<file path="src/rtl/mdu_pkg.sv">
// rtl/mdu_pkg.sv - op encodings, FSM state type and op decode helpers for mult_div_unit
package mdu_pkg;

    localparam logic [1:0] OP_MULTU = 2'b00;
    localparam logic [1:0] OP_MULT  = 2'b01;
    localparam logic [1:0] OP_DIVU  = 2'b10;
    localparam logic [1:0] OP_DIV   = 2'b11;

    typedef enum logic [1:0] {
        ST_IDLE = 2'b00,
        ST_CALC = 2'b01,
        ST_FIX  = 2'b10
    } mdu_state_t;

    function automatic logic op_is_signed(input logic [1:0] op);
        return (op == OP_MULT) || (op == OP_DIV);
    endfunction

    function automatic logic op_is_div(input logic [1:0] op);
        return (op == OP_DIVU) || (op == OP_DIV);
    endfunction

endpackage

</file>
<file path="src/rtl/mdu_addsub.sv">
// rtl/mdu_addsub.sv - shared add/subtract with carry-out used by every datapath step
module mdu_addsub #(
    parameter int W = 33
) (
    input  logic [W-1:0] i_x,
    input  logic [W-1:0] i_y,
    input  logic         i_sub,
    output logic [W-1:0] o_sum,
    output logic         o_cout
);

    logic [W:0] w_full;

    assign w_full = {1'b0, i_x} + {1'b0, i_y ^ {W{i_sub}}} + {{W{1'b0}}, i_sub};
    assign o_sum  = w_full[W-1:0];
    assign o_cout = w_full[W];

endmodule

</file>
<file path="src/rtl/mult_div_unit.sv">
// rtl/mult_div_unit.sv - iterative radix-2 multiply/divide unit, signed and unsigned
module mult_div_unit
    import mdu_pkg::*;
#(
    parameter int WIDTH = 32
) (
    input  logic             clk,
    input  logic             reset,
    input  logic             start,
    input  logic [1:0]       op,
    input  logic             flush,
    input  logic [WIDTH-1:0] a,
    input  logic [WIDTH-1:0] b,
    output logic [WIDTH-1:0] hi,
    output logic [WIDTH-1:0] lo,
    output logic             busy,
    output logic             done
);

    localparam int CW = $clog2(WIDTH);

    mdu_state_t       r_state, w_next;
    logic [1:0]       r_op;
    logic [WIDTH-1:0] r_acc, r_sh, r_quo, r_nlo, r_b, r_hi, r_lo;
    logic             r_b_neg, r_neg_q, r_neg_r, r_seen, r_done;
    logic [CW-1:0]    r_cnt;
    logic [WIDTH:0]   w_x, w_y, w_sum, w_mstep;
    logic             w_sub, w_cout, w_accept, w_last, w_is_div, w_a_neg;
    logic [WIDTH-1:0] w_fix_hi, w_fix_lo;

    assign w_accept = (r_state == ST_IDLE) && start && !flush;
    assign w_last   = (r_cnt == CW'(WIDTH - 1));
    assign w_is_div = op_is_div(r_op);
    assign w_a_neg  = op_is_signed(op) && a[WIDTH-1];
    assign w_mstep  = r_sh[0] ? w_sum : {1'b0, r_acc};

    mdu_addsub #(.W(WIDTH + 1)) u_addsub (
        .i_x    (w_x),
        .i_y    (w_y),
        .i_sub  (w_sub),
        .o_sum  (w_sum),
        .o_cout (w_cout)
    );

    always_comb begin
        w_next = r_state;
        case (r_state)
            ST_IDLE: if (w_accept) w_next = ST_CALC;
            ST_CALC: if (flush) w_next = ST_IDLE; else if (w_last) w_next = ST_FIX;
            ST_FIX:  w_next = ST_IDLE;
            default: w_next = ST_IDLE;
        endcase
    end

    // b stays raw with a sign-extension bit; add/subtract direction flips so |b| is used.
    always_comb begin
        w_x   = '0;
        w_y   = '0;
        w_sub = 1'b0;
        case (r_state)
            ST_IDLE: begin
                w_y   = {w_a_neg, a};
                w_sub = 1'b1;
            end
            ST_CALC: begin
                w_y = {r_b_neg, r_b};
                if (w_is_div) begin
                    w_x   = {r_acc, r_sh[WIDTH-1]};
                    w_sub = !r_b_neg;
                end else begin
                    w_x   = {1'b0, r_acc};
                    w_sub = r_b_neg;
                end
            end
            ST_FIX: begin
                w_y   = {1'b0, r_acc};
                w_sub = 1'b1;
            end
            default: ;
        endcase
    end

    // Low halves were negated bit-serially during CALC; only hi needs the adder here.
    always_comb begin
        if (w_is_div) begin
            w_fix_hi = r_neg_r ? w_sum[WIDTH-1:0] : r_acc;
            w_fix_lo = r_neg_q ? r_nlo : r_quo;
        end else begin
            w_fix_hi = !r_neg_q ? r_acc : (r_seen ? ~r_acc : w_sum[WIDTH-1:0]);
            w_fix_lo = r_neg_q ? r_nlo : r_sh;
        end
    end

    always_ff @(posedge clk or negedge reset) begin
        if (!reset) r_state <= ST_IDLE;
        else        r_state <= w_next;
    end

    always_ff @(posedge clk or negedge reset) begin
        if (!reset) begin
            r_op    <= '0;
            r_acc   <= '0;
            r_sh    <= '0;
            r_quo   <= '0;
            r_nlo   <= '0;
            r_b     <= '0;
            r_hi    <= '0;
            r_lo    <= '0;
            r_b_neg <= 1'b0;
            r_neg_q <= 1'b0;
            r_neg_r <= 1'b0;
            r_seen  <= 1'b0;
            r_done  <= 1'b0;
            r_cnt   <= '0;
        end else begin
            r_done <= 1'b0;
            case (r_state)
                ST_IDLE: if (w_accept) begin
                    r_op    <= op;
                    r_b     <= b;
                    r_b_neg <= op_is_signed(op) && b[WIDTH-1];
                    r_neg_q <= op_is_signed(op) && (a[WIDTH-1] ^ b[WIDTH-1]) && (b != '0);
                    r_neg_r <= w_a_neg;
                    r_acc   <= '0;
                    r_sh    <= w_a_neg ? w_sum[WIDTH-1:0] : a;
                    r_quo   <= '0;
                    r_nlo   <= '0;
                    r_seen  <= 1'b0;
                    r_cnt   <= '0;
                end
                ST_CALC: if (!flush) begin
                    r_cnt <= r_cnt + CW'(1);
                    if (w_is_div) begin
                        r_sh  <= {r_sh[WIDTH-2:0], 1'b0};
                        r_quo <= {r_quo[WIDTH-2:0], w_cout};
                        r_nlo <= w_cout ? {~r_quo[WIDTH-2:0], 1'b1} : {r_nlo[WIDTH-2:0], 1'b0};
                        r_acc <= w_cout ? w_sum[WIDTH-1:0] : {r_acc[WIDTH-2:0], r_sh[WIDTH-1]};
                    end else begin
                        r_acc  <= w_mstep[WIDTH:1];
                        r_sh   <= {w_mstep[0], r_sh[WIDTH-1:1]};
                        r_nlo  <= {w_mstep[0] ^ r_seen, r_nlo[WIDTH-1:1]};
                        r_seen <= r_seen | w_mstep[0];
                    end
                end
                ST_FIX: if (!flush) begin
                    r_hi   <= w_fix_hi;
                    r_lo   <= w_fix_lo;
                    r_done <= 1'b1;
                end
                default: ;
            endcase
        end
    end

    assign hi   = r_hi;
    assign lo   = r_lo;
    assign busy = (r_state != ST_IDLE);
    assign done = r_done;

endmodule

</file>
<file path="config.mk">
export PLATFORM = sky130hd
export DESIGN_NAME = mult_div_unit
export DESIGN_NICKNAME = d
export VERILOG_FILES = /design/src/rtl/mdu_pkg.sv /design/src/rtl/mdu_addsub.sv /design/src/rtl/mult_div_unit.sv
export SDC_FILE = /design/constraint.sdc
export NUM_CORES = 1
export LEC_CHECK = 0
export ABC_CLOCK_PERIOD_IN_PS = 6100
export BUFFER_PORTS_ARGS = -buffer_cell sky130_fd_sc_hd__buf_2
export CAP_MARGIN = 5
export CORE_ASPECT_RATIO = 1.4
export CORE_UTILIZATION = 61
export DETAILED_ROUTE_END_ITERATION = 8
export PLACE_DENSITY_LB_ADDON = 0.3
export SLEW_MARGIN = 30
export SYNTH_ARGS = -nofsm -noshare
export SYNTH_HDL_FRONTEND = slang
export SYNTH_HIERARCHICAL = 1
export SYNTH_SLANG_ARGS = --single-unit
</file>
<file path="constraint.sdc">
create_clock -name clk -period 6.1 [get_ports clk]
set_input_delay 0.915 -clock clk [delete_from_list [all_inputs] [get_ports clk]]
set_output_delay 0.915 -clock clk [all_outputs]
set_load 0.03 [all_outputs]
</file>
==> results.tsv <==
metric	value	unit
Post-synth EDFFs	0	
Core Area	26300	um2
total CTS buffers	25	
Clk pin slew, worst setup/hold paths	60	ps
crit path cell chain	xnor2_1 -> o21ai_4 -> buf_4 -> xor2_1 -> ha_1 -> nand2_1 -> o311ai_1 -> o21a_1 -> o21ai_2 -> o21ai_1 -> a21o_4 -> buf_4 -> mux2i_1 -> a21oi_1 -> a22o_1	
Critical Path AT	5530	ps
worst slew pin tran	1020	ps
Crit path largest cell delay	750	ps
Synthesis Warnings	6	
TNS Setup	0	ps
Pleak	0.00791	uW
Fin Hold WS	401	ps
fin cells	2222	
Mapped Cells	1888	
nets	1988	
Post-CTS Resized	0	
Final setup viols	0	
Synth Flop Type	dfrtp_1	
CP max FO	34	
CP Class	reg2reg	
Slew headroom	0.318	
Hold Crit Class	in2async	
CTS Buffer Depth	3	
Fmax achieved	196	MHz
first-pass GRT wire length	75.0	mm
Slew Viols, Final	0	
cell total after placement	2178	
Worst-Skew Late Latency	550	ps
DPL Wire Length	31.4	mm
Post-synth ARST share	1.00	
crit path capture type	flip-flop	
unrepaired setup endpoints after global routing	false	
GRT Total Usage	0.340	
total iterations of the first detailed-routing run	9	
CTS Sinks	237	
vias in the first global route	14000	
Worst VDD drop	0.247	mV
Routed WL per cell	21.2	um
Most Frequent Cell on Critical Path	buf_4	
initial core utilization	0.626	
Cell Pwr Density	322	nW/um2
max cap viols	0	
fin crit period	5100	ps
fill count	2170	
GPL Wtd Cong	0.986	
Post-Route WL	47.2	mm
count of final hold-check violations	0	
top-level I/O count	136	
CP Launch Type	flip-flop	
Die Y	196	um
DR iter-0 viols	1221	
Vias	14600	
status	finished clean	
largest net degree at the start of global routing	230	
synthesized area	16400	um2
GRT overflow	0	
CTS tree	done	
postcts setup bufs	0	
Max Clock Skew	20.0	ps
Power, Total	5730	uW
CTS Hold Buffers Added	0	
Die X	141	um
Mean Syn Cell Area	8.71	um2
register bit total from synthesis	237	
slowest cell on the critical path	dfrtp_4	
post-route antenna net violation count	0	
Residual DRC	0	
DR vias/cell	6.58	
die area	27600	um2
Critical Path RT	6530	ps
port bufs	135	
Syn Nets	1994	
initial antenna violation count	0	
share of layout cells above drive strength 1	0.148	
crit share post-route	0.836	
Yosys cell types	62	
Layout area overhead	8.21	%
Root Buffer	clkbuf_16	
Site Rows	70	
H-tree depth	1	
post-synthesis sequential area ratio	0.361	
-- synth_stat cells, types with 19 or more instances --
master,count,area [um2]
mux2_2,31,349
a21oi_1,141,706
a22o_1,94,823
o31ai_1,53,398
nand2_1,207,777
nand3_1,40,200
nand2b_1,25,156
a21o_1,47,353
nor2b_1,64,400
buf_2,81,405
xnor2_1,19,166
o21ai_0,70,350
mux2i_1,144,1440
or2_2,19,119
nor2_1,151,567
clkbuf_1,77,289
a311oi_1,32,280
ha_1,35,438
inv_1,42,158
a211oi_1,93,698
dfrtp_1,237,5930
o22ai_1,20,125
xor2_1,47,412
-- layout by cell type, fill, tap and decap left out, drive strengths merged, types with 3 or more instances in the layout --
master  instances
a211oi         93
a21o           47
a21oi         141
a22o           94
a311oi         32
a31o            3
a31oi           6
and3            4
buf           157
clkbuf         38
dfrtp         237
ha             35
inv            43
mux2           34
mux2i         144
nand2         207
nand2b         25
nand3          41
nand4           6
nor2          152
nor2b          64
nor3            4
nor4            8
o211ai          4
o21a            3
o21ai          75
o21bai          6
o221a          13
o22ai          20
o31ai          53
or2            19
xnor2          19
xor2           47
-- layer usage --
layer  routed length [um]  global-route usage  vias to the layer above
li1                     -                   -                     6782
met1                19700               0.460                     7084
met2                22100               0.546                      656
met5                    0                   0                        -
met3                 3750              0.0532                      108
met4                 1650               0.140                        0
-- worst max-delay path: cells and delay by family (launching register included) --
kind	cells	cell delay (ps)
AOI/OAI and AO/OA	8	2230
buffers and inverters	2	830
DFF	1	750
adders and majority gates	1	400
xor gates and xnor gates	2	350
muxes	1	250
and+or+nand+nor	1	120
-- kinds of logic after synthesis --
kind of cell               count (synthesis)  share of synthesized area
AOI/OAI and AO/OA                        602                      0.255
xor gates and xnor gates                  66                     0.0351
adders and majority gates                 36                     0.0278
buffers and inverters                    232                     0.0614
DFF                                      237                      0.361
muxes                                    178                      0.111
and+or+nand+nor                          537                      0.149
-- sequential cells by signal, indices dropped and copies added, names as in the netlist --
name,count
hi,32
r_b_neg,1
r_acc,32
r_sh,32
r_seen,1
r_quo,32
r_nlo,32
r_cnt,5
r_state,2
r_neg_r,1
r_op,1
r_b,32
r_neg_q,1
done,1
lo,32
-- area by class of cell --
cell class / count / area (um2) / share of cell area
Inverter: 42 / 158 / 0.00886
Antenna cell: 1 / 2.50 / 0.000141
Timing Repair Buffer: 157 / 928 / 0.0522
Clock buffer: 38 / 714 / 0.0401
Sequential cell: 237 / 5940 / 0.334
Clock inverter: 4 / 73.8 / 0.00415
Multi-Input combinational cell: 1419 / 9580 / 0.538
Tap cell: 324 / 405 / 0.0228
-- stage by stage --
step | cell area, um2 | setup WS (ps) | utilization
2_1_floorplan | 16400 | 1390 | -
3_3_place_gp | 16900 | 1130 | 0.645
3_5_place_dp | 17000 | 1020 | 0.646
4_1_cts | 17800 | 1020 | 0.676
5_1_grt | 17800 | 714 | 0.677
6_report | 17800 | 1000 | 0.677
-- report_power, final --
part / switching (uW) / internal [uW] / leakage, uW / total [uW]
logic: 1270 / 851 / 0.00439 / 2120
registers: 326 / 1760 / 0.00314 / 2080
clock network: 634 / 885 / 0.000384 / 1520
-- final timing paths --
check,startpoint,endpoint,slack [ps],cells past startpoint
min in group clk,lo[12],lo[12],470,2
setup reg to reg,r_op[1],r_nlo[29],1000,15
hold / removal,reset,r_nlo[6],400,1
setup / recovery,r_op[1],r_nlo[29],1000,15
hold reg to reg,lo[12],lo[12],470,2
max in group asynchronous,reset,hi[18],4450,2
(Power assumes the default switching activity.)
